--- config.mk ---
export PLATFORM = sky130hd
export DESIGN_NAME = note_player
export DESIGN_NICKNAME = d
export VERILOG_FILES = /design/src/rtl/note_player_pkg.sv /design/src/rtl/frequency_rom.sv /design/src/rtl/note_player.sv
export SDC_FILE = /design/constraint.sdc
export NUM_CORES = 1
export LEC_CHECK = 0
export BUFFER_PORTS_ARGS = -buffer_cell sky130_fd_sc_hd__buf_4
export CAP_MARGIN = 40
export CORE_ASPECT_RATIO = 1.4
export CORE_MARGIN = 4
export CORE_UTILIZATION = 28
export CTS_BUF_LIST = sky130_fd_sc_hd__clkbuf_4 sky130_fd_sc_hd__clkbuf_8 sky130_fd_sc_hd__clkbuf_16
export CTS_CLUSTER_SIZE = 8
export DETAILED_ROUTE_END_ITERATION = 12
export SYNTH_ARGS = -nofsm -noshare
export SYNTH_HDL_FRONTEND = slang
export SYNTH_SLANG_ARGS = --single-unit
--- constraint.sdc ---
create_clock -name clk -period 3.5 [get_ports clk]
set_clock_uncertainty 0.1 [all_clocks]
set_input_delay 0 -clock clk [delete_from_list [all_inputs] [get_ports clk]]
set_output_delay 0 -clock clk [all_outputs]
set_load 0.03 [all_outputs]
--- src/rtl/note_player_pkg.sv ---
// Shared definitions for the song player: field widths, note-player state
// encoding and metadata bit positions used by song_reader_new and note_player.
package note_player_pkg;

    localparam int NOTE_WIDTH    = 6;
    localparam int META_WIDTH    = 3;
    localparam int STEP_WIDTH    = 20;
    localparam int META_REST_BIT = 0;

    typedef enum logic [1:0] {
        NP_IDLE    = 2'd0,
        NP_PLAYING = 2'd1,
        NP_FINISH  = 2'd2
    } np_state_e;

endpackage

--- src/rtl/frequency_rom.sv ---
// Equal-tempered phase-increment table (fs = 48 kHz, 2^20 phase, note 49 = A4).
// Registered output; mute_i clears the output on the next edge.
module frequency_rom
    import note_player_pkg::*;
(
    input  logic                  clk,
    input  logic                  reset,
    input  logic                  mute_i,
    input  logic [5:0]            addr_i,
    output logic [STEP_WIDTH-1:0] data_o
);

    logic [STEP_WIDTH-1:0] lut;
    logic [STEP_WIDTH-1:0] data_q;

    always_comb begin
        // NOTE: every always_comb path assigns its outputs (via the default) so no latch is inferred.
        lut = '0;
        case (addr_i)
            6'd1:  lut = 20'd601;   6'd2:  lut = 20'd636;   6'd3:  lut = 20'd674;   6'd4:  lut = 20'd714;
            6'd5:  lut = 20'd757;   6'd6:  lut = 20'd802;   6'd7:  lut = 20'd850;   6'd8:  lut = 20'd900;
            6'd9:  lut = 20'd954;   6'd10: lut = 20'd1010;  6'd11: lut = 20'd1070;  6'd12: lut = 20'd1134;
            6'd13: lut = 20'd1201;  6'd14: lut = 20'd1273;  6'd15: lut = 20'd1349;  6'd16: lut = 20'd1429;
            6'd17: lut = 20'd1514;  6'd18: lut = 20'd1604;  6'd19: lut = 20'd1699;  6'd20: lut = 20'd1800;
            6'd21: lut = 20'd1907;  6'd22: lut = 20'd2021;  6'd23: lut = 20'd2141;  6'd24: lut = 20'd2268;
            6'd25: lut = 20'd2403;  6'd26: lut = 20'd2546;  6'd27: lut = 20'd2697;  6'd28: lut = 20'd2858;
            6'd29: lut = 20'd3028;  6'd30: lut = 20'd3208;  6'd31: lut = 20'd3398;  6'd32: lut = 20'd3600;
            6'd33: lut = 20'd3814;  6'd34: lut = 20'd4041;  6'd35: lut = 20'd4282;  6'd36: lut = 20'd4536;
            6'd37: lut = 20'd4806;  6'd38: lut = 20'd5092;  6'd39: lut = 20'd5394;  6'd40: lut = 20'd5715;
            6'd41: lut = 20'd6055;  6'd42: lut = 20'd6415;  6'd43: lut = 20'd6797;  6'd44: lut = 20'd7201;
            6'd45: lut = 20'd7629;  6'd46: lut = 20'd8083;  6'd47: lut = 20'd8563;  6'd48: lut = 20'd9072;
            6'd49: lut = 20'd9612;  6'd50: lut = 20'd10184; 6'd51: lut = 20'd10789; 6'd52: lut = 20'd11431;
            6'd53: lut = 20'd12110; 6'd54: lut = 20'd12830; 6'd55: lut = 20'd13593; 6'd56: lut = 20'd14402;
            6'd57: lut = 20'd15258; 6'd58: lut = 20'd16165; 6'd59: lut = 20'd17127; 6'd60: lut = 20'd18145;
            6'd61: lut = 20'd19224; 6'd62: lut = 20'd20367; 6'd63: lut = 20'd21578;
            default: lut = '0;
        endcase
    end

    always_ff @(posedge clk) begin
        // NOTE: registers use non-blocking assignments so every flop samples pre-edge values.
        if (!reset || mute_i) begin
            data_q <= '0;
        end else begin
            data_q <= lut;
        end
    end

    assign data_o = data_q;

endmodule

--- src/rtl/note_player.sv ---
// Holds one note for its beat-counted duration, drives the phase increment for
// the sample generator and pulses note_done so the song reader advances.
module note_player
    import note_player_pkg::*;
(
    input  logic                  clk,
    input  logic                  reset,
    input  logic                  play,
    input  logic                  beat,
    input  logic                  new_note,
    input  logic [NOTE_WIDTH-1:0] note,
    input  logic [NOTE_WIDTH-1:0] duration,
    input  logic [META_WIDTH-1:0] metadata,
    output logic                  note_done,
    output logic                  note_active,
    output logic [STEP_WIDTH-1:0] step_size,
    output logic [META_WIDTH-1:0] meta_out
);

    np_state_e             state_q, state_d;
    logic [NOTE_WIDTH-1:0] beats_left_q, beats_left_d;
    logic [NOTE_WIDTH-1:0] note_q, note_d;
    logic [META_WIDTH-1:0] meta_q, meta_d;
    logic                  mute;

    always_ff @(posedge clk) begin
        if (!reset) begin
            state_q      <= NP_IDLE;
            beats_left_q <= '0;
            note_q       <= '0;
            meta_q       <= '0;
        end else begin
            state_q      <= state_d;
            beats_left_q <= beats_left_d;
            note_q       <= note_d;
            meta_q       <= meta_d;
        end
    end

    always_comb begin
        state_d      = state_q;
        beats_left_d = beats_left_q;
        note_d       = note_q;
        meta_d       = meta_q;
        // A fresh note overrides everything, including a final beat of the old one.
        if (new_note) begin
            note_d       = note;
            beats_left_d = duration;
            meta_d       = metadata;
            state_d      = (duration == '0) ? NP_FINISH : NP_PLAYING;
        end else begin
            case (state_q)
                NP_PLAYING: begin
                    if (beat && play) begin
                        if (beats_left_q <= NOTE_WIDTH'(1)) begin
                            beats_left_d = '0;
                            state_d      = NP_FINISH;
                        end else begin
                            beats_left_d = beats_left_q - NOTE_WIDTH'(1);
                        end
                    end
                end
                NP_FINISH: state_d = NP_IDLE;
                default:   state_d = state_q;
            endcase
        end
    end

    assign mute = (state_q != NP_PLAYING) || !play || (note_q == '0) || meta_q[META_REST_BIT];

    frequency_rom u_rom (
        .clk    (clk),
        .reset  (reset),
        .mute_i (mute),
        .addr_i (note_q),
        .data_o (step_size)
    );

    assign note_done   = (state_q == NP_FINISH);
    assign note_active = (state_q == NP_PLAYING);
    assign meta_out    = meta_q;

endmodule

* Word-level counts from Yosys, hierarchy flattened *
Memory sizes are Yosys's and may differ from the RTL's. A register that Yosys moved wholly into a read port is not among the register bits.
Cells that the tools add are included.

operators by class
  $add $sub $neg = 1
  order comparisons = 1
  equal/unequal tests = 5
  multiplexer cells = 9
  reductions and logical operators = 14

operators with widths
  operator             count
  $mux 6               4
  $logic_not 6->1      2
  $mux 2               4
  $le 6x1->1 const B   1
  $ne 3x2->1 const B   2
  $sub 6x1->6 const B  1
  $logic_or 1x1->1     4
  $pmux 2 s2           1
  $reduce_bool 2->1    2
  $reduce_and 3->1     1
  $reduce_bool 3->1    1
  $eq 2x1->1 const B   1
  $eq 2x2->1 const B   1
  $logic_not 1->1      2
  $ne 2x1->1 const B   1
  $reduce_and 2->1     1
  $logic_and 1x1->1    1

storage, ports and cells
  flip-flop bits (word level) = 37
  bits in read-only memories = 960
  output and inout port bits = 25
  logic and storage cells = 36
  memories = 1

memory list
  memory            depth  bits a word  rd ports  clocked after memory_dff  write ports  RTL line             source
  (name not given)  64     15           1         1                         0            frequency_rom.sv:19  case (addr_i)

* Longest topological paths before layout *
Gate-level depths: netlist of the first run.

  depth in word-level cells = 5
  mapped depth = 8

* By module *
From an unflattened synthesis of the first run, not the netlist that was laid out.

unflattened totals
  cell total of the unflattened synthesis = 328
  area total of the unflattened synthesis = 2746.4 µm²

by module, submodules not included
  module         instances  cells an instance  area each (µm²)
  frequency_rom  1          234                1871.8
  note_player    1          94                 874.6

* Worst setup path before layout of the first run *
Ideal clock, no wire load.

  kind = register to register
  start point = reg note_q[0]
  end point = reg u_rom.data_q[3] (netlist: u_rom.data_o[3])
  library setup time = 0.095 ns
  data arrival time = 2.074 ns
  setup slack = 1.231 ns
  stages on the path, launching flop included = 9
  path buffers = 2
  path through = dfxtp_1 > buf_2 > inv_1 > ha_1 > buf_2 > nor2_1 > nor2_1 > mux4_2 > a221oi_1

between the ends
  cells in the longest elaborated chain, start to end = 4

ends and longest elaborated chain
  element                        RTL line             source
  start, declared                note_player.sv:22    logic [NOTE_WIDTH-1:0] note_q, note_d;
  start signal, assigned         note_player.sv:35    note_q <= note_d;
  $logic_not 6->1                note_player.sv:69    assign mute = (state_q != NP_PLAYING) || !play || (note_q == '0) || meta_q[META_REST_BIT];
  $logic_or 1x1->1 (2 in a row)  note_player.sv:69
  $logic_or 1x1->1               frequency_rom.sv:42  if (!reset || mute_i) begin
  end, declared                  frequency_rom.sv:14  logic [STEP_WIDTH-1:0] data_q;

Several ways; a longest one is shown, not always the timed one.
A chain may end at the register's enable or synchronous reset.

* Worst setup path after layout of the first run *
  start point = reg note_q[1]
  end point = reg u_rom.data_q[3] (netlist: u_rom.data_o[3])

The elaborated chain is that of the path after synthesis.

==> out/qor.yml, run 1 <==
drv_cap: 0
ys_types: 61
fin_tns_setup_ns: 0
wirelength_um: 8020
crit_family: "flip-flops"
finalHoldViolCount: 0
most-common-layout-cells: "buf_4, dfxtp_1, dlygate4sd3_1"
slew_headroom_pct: 35.4
whs_endpoint: "beats_left_q[1]"
area_growth_syn_to_layout_pct: 28.3
firstDrtPassIters: 7
holdPathStages: 3
port-buffer-count: 39
cts_buffer_depth: 2
post-dp-hpwl_um: 5530
cts_max_level: 2
r2r-start: "note_q[1]"
ys.flop_type: "dfxtp_1"
synth.largest_area_cell: "dfxtp_1"
cts_buffers: 5
cp_slowest_cell: "dfxtp_1"
cp_cell_sequence: "inv_1 > ha_1 > and2b_1 > a21oi_1 > mux4_2 > a221oi_1"
dp.cells: 431
crit_path_end_kind: "flip-flop"
ant_nets: 0
layoutNonFillerInstCount: 467
tritoncts: "done"
antenna_found_initial: 0
clock.fmax_mhz: 359
dieArea_um2: 10900
vias: 2622
power_frac_comb_pct: 26.3
finalSetupViolations: 0
path_max_fanout: 17
startpoint_type: "flip-flop"
cts_num_sinks: 32
syn_inst: 308
status: "complete, no violations"
reg2reg_setup_slack_ns: 0.72
worst_pin_slew_ns: 0.967
row_count: 41
cp_slowest_stage_delay_ns: 0.68
cts-root-buf: "clkbuf_16"
fin_nets: 390
grt_usage_pct: 15.0
power.share.clock_pct: 38.8
crit_type: "flip-flop to flip-flop"
p_leak_nw: 1.36
arrival_ns: 2.87
insertion_delay_ns: 0.29
synth_warnings: 0
grt_overflow_total: 0
crit_start: "note_q[1]"
async_flop_share_pct: 0
syn_area_per_cell_um2: 8.43
synth_top_area_share_pct: 24.7
dr.first_iter.drc_count: 375
initial_utilization_pct: 28.8
core-area_um2: 9030
r2r_end: "u_rom.data_o[3]"
routedWlPerCell_um: 17.2
p_per_area_nw_per_um2: 351
irDropWorstVdd_mv: 0.199
syn_area_um2: 2600
drc: 0
die_x_um: 89.4
worstHoldStart: "duration[1]"
rsz0062_at_grt: "no"
n_antenna_cell: 0
fill_cells: 926
die_h_um: 122
synth_seq_cells: 32
hold_path.class: "primary input to flip-flop"
path_clk_slew_ns: 0.06
report.final.slew_viol_count: 0
post-route-min-period_ns: 2.78
synth_area_leaders: "dfxtp_1, mux4_2, ha_1"
drive_gt1_share_pct: 21.4
seqPwrFrac_pct: 34.9
synth_edf_count: 0
finalPower_mw: 1.17
p_int_mw: 0.787
grt_pass1_vias: 2578
min_period_over_period_pct: 79.5
netSwitchingFraction_pct: 32.8
viasPerCell: 5.61
crit_required_ns: 3.59
grt_max_degree: 28
io_pins: 45
grt_first_pass_wirelength_um: 12800
final_common_cell: "buf_4"
gpl.final_weighted_congestion: 0.961
path_buf_inv: 1
synth-seq-area-share_pct: 24.7
reg2regPathDepth: 6
p_switching_mw: 0.384
-- final cells by class --
type	count	area [um^2]	area share, %
clock buffers	5	125	3.75
clock inverters	3	23.8	0.713
inverters	18	67.6	2.03
multi-input cells	229	1720	51.7
flip-flops and latches	32	641	19.2
well taps	107	134	4.02
repair buffers	73	618	18.5
-- per-stage QoR --
stage	util, %	setup WS (ns)	cell area, um^2	hold WS (ns)
floorplan	-	1.23	2610	0.0282
global placement	32.2	0.889	2900	0.160
detailed placement	32.2	0.791	2900	0.170
CTS	36.9	0.765	3330	0.0464
global route	36.9	0.552	3330	0.0519
finish	36.9	0.718	3330	0.0349
-- power groups by stage --
| stage | registers [mW] | clock network [mW] | logic (mW) |
|---|---|---|---|
| after floorplan | 0.407 | 0 | 0.212 |
| after global placement | 0.415 | 0 | 0.275 |
| after detailed placement | 0.416 | 0 | 0.275 |
| after CTS | 0.408 | 0.459 | 0.302 |
| after global routing | 0.412 | 0.471 | 0.333 |
| final | 0.409 | 0.455 | 0.307 |
-- cells in the mapped netlist (4+ instances only) --
| cell type | n |
|---|---|
| a211oi_1 | 14 |
| a21oi_1 | 19 |
| a311oi_1 | 4 |
| a31oi_1 | 6 |
| buf_2 | 15 |
| buf_4 | 6 |
| clkbuf_1 | 8 |
| dfxtp_1 | 32 |
| ha_1 | 11 |
| inv_1 | 16 |
| mux2i_1 | 12 |
| mux4_2 | 9 |
| nand2_1 | 15 |
| nand2b_1 | 9 |
| nand3_1 | 4 |
| nor2_1 | 17 |
| nor2b_1 | 16 |
| nor3_1 | 7 |
| nor4_1 | 5 |
| o211ai_1 | 6 |
| o21ai_0 | 13 |
-- how the worst max path moves through the flow --
| stage | end | slack, ns | depth (start not counted) |
|---|---|---|---|
| 2_1_floorplan | u_rom.data_o[3] | 1.23 | 8 |
| 3_3_place_gp | u_rom.data_o[3] | 0.89 | 6 |
| 3_5_place_dp | u_rom.data_o[3] | 0.79 | 6 |
| 4_1_cts | u_rom.data_o[3] | 0.77 | 6 |
| 5_1_grt | u_rom.data_o[6] | 0.55 | 5 |
| 6_report | u_rom.data_o[3] | 0.72 | 6 |
-- registers in the layout (all words and copies together) (netlist names) --
signal	count
note_q	6
beats_left_q	6
u_rom.data_o	15
meta_out	3
state_q	2
-- per-layer routing --
metal	wire length, um	track usage [%]
met1	2960	18.0
met2	4110	24.8
met3	552	2.64
met4	388	8.19
met5	0	0
-- what timing repair did --
item | 4_1_cts | 5_1_grt
resized for setup | 0 | 0
buffers inserted | 0 | 0
hold endpoints to repair | 17 | 0
hold buffers | 28 | 0
-- kinds of logic (layout without fill, tap and decap cells) --
kind of cell             Yosys count  count (layout)  synth area share [%]
AND/OR/NAND/NOR                   96              96                  21.4
AO/OA/AOI/OAI                     93              93                  25.2
buffers and inverters             51              99                  9.54
flip-flops                        32              32                  24.7
multiplexers                      24              24                  13.7
adder cells (fa/ha/maj)           11              11                  5.30
other                              1               5                 0.144
-- worst min-delay path: stages --
cell	delay, ns
buf_4	0.07
nand2b_1	0.15
and3_1	0.16
(Power assumes the default switching activity.)
==> run 2, diff against run 1 <==
==> constraint.sdc (replaced) <==
create_clock -name clk -period 2.45 [get_ports clk]
set_clock_uncertainty 0.1 [all_clocks]
set_input_delay 0 -clock clk [delete_from_list [all_inputs] [get_ports clk]]
set_output_delay 0 -clock clk [all_outputs]
set_load 0.03 [all_outputs]
==> run 2 against run 1 <==
  * Sequential cell count stayed put
  * Hold slack hardly changed
  * Via count rose by 1.8%
  * First-iteration DRC count increased by 2.4%
  * Wire length is 1.1% higher
  * Critical endpoint unchanged
  * Total power is 43% higher
==> out/qor.yml, run 2 (same netlist as run 1, synthesis figures left out) <==
status: "complete, no violations"
initial_utilization_pct: 28.8
path_max_fanout: 9
grt_pass1_vias: 2576
largest_reg_flops: 15
insertion_delay_ns: 0.28
routedWlPerCell_um: 17.1
fin_nets: 398
finish.utilization_pct: 37.6
report.final.slew_viol_count: 0
path_buf_inv: 1
io_pins: 45
crit_path_end_kind: "flip-flop"
hold_buffers: 28
cts_max_level: 2
hold_ws_ns: 0.0351
cts_num_sinks: 32
grt_overflow_total: 0
cts_buffer_depth: 2
core-area_um2: 9030
arrival_ns: 2.29
path_clk_slew_ns: 0.06
gpl.final_weighted_congestion: 0.953
worst_pin_slew_ns: 0.508
postCtsSetupBuffers: 0
ant_nets: 0
grt_usage_pct: 15.2
crit_family: "multiplexers"
slew_headroom_pct: 65.2
post-route-min-period_ns: 2.20
multi_input_area_um2: 1720
min_period_over_period_pct: 90.0
firstDrtPassIters: 5
area_growth_syn_to_layout_pct: 30.6
hold_path.class: "primary input to flip-flop"
post-dp-hpwl_um: 5630
dr.first_iter.drc_count: 384
rsz0062_at_grt: "no"
cts_resized: 0
irDropWorstVdd_mv: 0.270
clock.fmax_mhz: 454
antenna_found_initial: 0
drive_gt1_share_pct: 23.1
grt_max_degree: 27
drv_cap: 0
drc: 0
ff_latch_area_um2: 641
wirelength_um: 8100
dp.cells: 439
viasPerCell: 5.62
tritoncts: "done"
cts_buffers: 5
startpoint_type: "flip-flop"
cp_slowest_cell: "mux4_2"
p_leak_nw: 1.40
grt_first_pass_wirelength_um: 13100
crit_type: "flip-flop to flip-flop"
crit_required_ns: 2.54
fin_tns_setup_ns: 0
cts-root-buf: "clkbuf_16"
dieArea_um2: 10900
most-common-layout-cells: "buf_4, dfxtp_1, dlygate4sd3_1"
finalSetupViolations: 0
die_h_um: 122
layoutNonFillerInstCount: 475
fill_cells: 915
p_per_area_nw_per_um2: 495
cp_cell_sequence: "inv_1 > ha_1 > and2b_1 > a21oi_1 > mux4_2 > a221oi_1"
n_antenna_cell: 0
vias: 2668
final_common_cell: "buf_4"
cp_slowest_stage_delay_ns: 0.47
port-buffer-count: 39
die_x_um: 89.4
finalHoldViolCount: 0
row_count: 41
[run 2: cell types whose count changed in the layout (fill, tap and decap cells not counted), sizes merged]
cell,previous run,this run
buf,45,53
[run 2: layer usage]
layer  vias up  global-route usage, %  part of all wire, %
li1       1253                      -                    -
met2       127                   26.8                   51
met5         -                      0                    0
met4         0                   6.15                  2.9
met1      1265                   17.6                   40
met3        23                   2.71                  6.1
[run 2: cell type report]
cell class              instances  share of cell area [%]
multi-input cells             229                    50.8
repair buffers                 81                    20.0
flip-flops and latches         32                    18.9
well taps                     107                    3.95
clock buffers                   5                    3.69
inverters                      18                    1.99
clock inverters                 3                   0.701
[run 2: final timing paths]
check / start / end / slack [ns] / depth (start not counted)
max: note_q[0] / u_rom.data_o[3] / 0.25 / 6
min: duration[1] / beats_left_q[1] / 0.04 / 3
min reg2reg: beats_left_q[3] / beats_left_q[3] / 0.42 / 2
max reg2reg: note_q[0] / u_rom.data_o[3] / 0.25 / 6
[run 2: power breakdown]
| part | internal [mW] | switching (mW) | total (mW) |
|---|---|---|---|
| logic | 0.213 | 0.257 | 0.469 |
| registers | 0.542 | 0.0234 | 0.566 |
| clock network | 0.378 | 0.267 | 0.645 |
[run 2: worst register-to-register path, delay by kind of cell (launching register included)]
kind,cells,cell delay (ns)
mux,1,0.47
flops,1,0.32
compound gates,2,0.34
simple gates,1,0.34
fa+ha+maj,1,0.43
buf+inv,1,0.11
[run 2: stage by stage]
step                      instance area [um^2]  power [mW]  setup slack (ns)
after detailed placement                  2960        1.00             0.292
after CTS                                 3390        1.68             0.279
after global routing                      3390        1.75             0.143
after global placement                    2960       0.997             0.336
after floorplan                           2610       0.885             0.181
final                                     3390        1.68             0.246
==> run 3, diff against run 2 <==
--- a/config.mk
+++ b/config.mk
@@ -10,7 +10,7 @@
 export CORE_ASPECT_RATIO = 1.4
 export CORE_MARGIN = 4
 export CORE_UTILIZATION = 28
-export CTS_BUF_LIST = sky130_fd_sc_hd__clkbuf_4 sky130_fd_sc_hd__clkbuf_8 sky130_fd_sc_hd__clkbuf_16
+export CTS_BUF_LIST = sky130_fd_sc_hd__clkbuf_4
 export CTS_CLUSTER_SIZE = 8
 export DETAILED_ROUTE_END_ITERATION = 12
 export SYNTH_ARGS = -nofsm -noshare
==> run 3 against run 2 <==
  * Sequential cell count unchanged
  * First-iteration DRC count decreased by 15%
  * Wire length is 0.15% higher
  * Sequential share of layout area increased by 0.27 points
  * Clock power fell by 47%
  * Count of clock-buffer cells in the layout is the same
  * Global-route usage unchanged
  * Critical path type unchanged
  * Critical path depth grew 1
  * Largest cell class unchanged
  * Combinational power is 1% higher
  * Die area did not move
  * Via count up 1.5%
  * Final area shrank 1.4%
==> out/qor.yml, run 3 (same netlist as run 1, synthesis figures left out) <==
status: "complete, no violations"
r2r-start: "beats_left_q[0]"
cts_num_sinks: 32
reg2regPathDepth: 7
place_area_um2: 2960
vias: 2708
hold_buffers: 32
grt_pass1_vias: 2608
grt_util_met1_pct: 17.7
drive_gt1_share_pct: 22.8
grt_usage_pct: 15.2
io_pins: 45
tritoncts: "done"
cts_buffer_depth: 2
hold_path.class: "primary input to flip-flop"
largest_reg_flops: 15
arrival_ns: 2.46
most-common-layout-cells: "buf_4, dfxtp_1, dlygate4sd3_1"
min_period_over_period_pct: 92.5
finalHoldViolCount: 0
n_antenna_cell: 0
r2r_end: "beats_left_q[0]"
fin_tns_setup_ns: 0
met2_usage_pct: 26.7
firstDrtPassIters: 7
grt_overflow_total: 0
post-route-min-period_ns: 2.27
p_leak_nw: 1.38
cts_buffers: 5
worstHoldStart: "play"
clock.fmax_mhz: 441
final_common_cell: "buf_4"
startpoint_type: "flip-flop"
finalSetupViolations: 0
path_clk_slew_ns: 0.13
die_x_um: 89.4
gpl.final_weighted_congestion: 0.953
port-buffer-count: 39
irDropWorstVdd_mv: 0.215
finalPower_mw: 1.38
post-dp-hpwl_um: 5630
crit_path_end: "beats_left_q[0]"
cts-root-buf: "clkbuf_4"
grt_max_degree: 27
report.final.slew_viol_count: 0
crit_path_end_kind: "flip-flop"
viasPerCell: 5.65
crit_type: "flip-flop to flip-flop"
hold_ws_ns: 0.0865
crit_start: "beats_left_q[0]"
antenna_found_initial: 0
die_h_um: 122
p_per_area_nw_per_um2: 413
reg2reg_setup_slack_ns: 0.18
crit_required_ns: 2.65
grt_first_pass_wirelength_um: 13100
initial_utilization_pct: 28.8
cts_resized: 0
fin_nets: 402
wirelength_um: 8110
met3_usage_pct: 2.77
fill_cells: 923
busiest_layer: "met2"
ant_nets: 0
core-area_um2: 9030
area_growth_syn_to_layout_pct: 28.8
row_count: 41
insertion_delay_ns: 0.34
postCtsSetupBuffers: 0
cts_max_level: 2
dr.first_iter.drc_count: 325
worst_pin_slew_ns: 0.492
dieArea_um2: 10900
drc: 0
rsz0062_at_grt: "no"
final_cell_area_um2: 3350
drv_cap: 0
routedWlPerCell_um: 16.9
path_max_fanout: 5
slew_headroom_pct: 66.3
run 3: cell count changes in the layout (fill, tap and decap cells not counted):
cell,previous run,this run
clkbuf_4,0,5
dlygate4sd3_1,28,32
clkbuf_16,5,0
run 3: power by group:
group	switching (mW)	internal, mW	leakage [nW]
sequential	0.0236	0.542	0.262
combinational	0.257	0.218	1.10
clock	0.228	0.113	0.0274
run 3: worst max-delay path, stage by stage, from the launching register on:
cell	delay [ns]
dfxtp_1	0.41
inv_1	0.06
ha_1	0.20
nor2_1	0.20
nor3_2	0.10
or3_2	0.45
a21oi_1	0.13
dlygate4sd3_1	0.56
run 3: worst min-delay path by stage:
stage,to,depth (start not counted)
global placement,note_q[1],3
detailed placement,note_q[0],3
CTS,beats_left_q[2],4
global route,beats_left_q[1],4
floorplan,meta_out[0],1
finish,beats_left_q[2],4
run 3: per-layer routing:
metal / vias to the layer above / routed length (um)
met5: - / 0
met4: 0 / 244
met3: 21 / 561
met2: 148 / 4150
met1: 1276 / 3150
li1: 1263 / -
run 3: per-stage QoR:
step / worst slack [ns] / instances / util, %
after floorplan: 0.181 / 312 / -
after global placement: 0.336 / 439 / 32.8
after detailed placement: 0.292 / 439 / 32.8
after CTS: 0.213 / 479 / 37.1
after global routing: 0.0814 / 479 / 37.1
final: 0.184 / 479 / 37.1
run 3: area by class of cell:
cell class,count,area [um^2],area share (%)
inverter,18,67.6,2.02
clock inverter,3,23.8,0.711
sequential,32,641,19.1
multi-input combinational,229,1720,51.5
tap,107,134,4.00
clock buffer,5,37.5,1.12
timing repair buffer,85,718,21.5
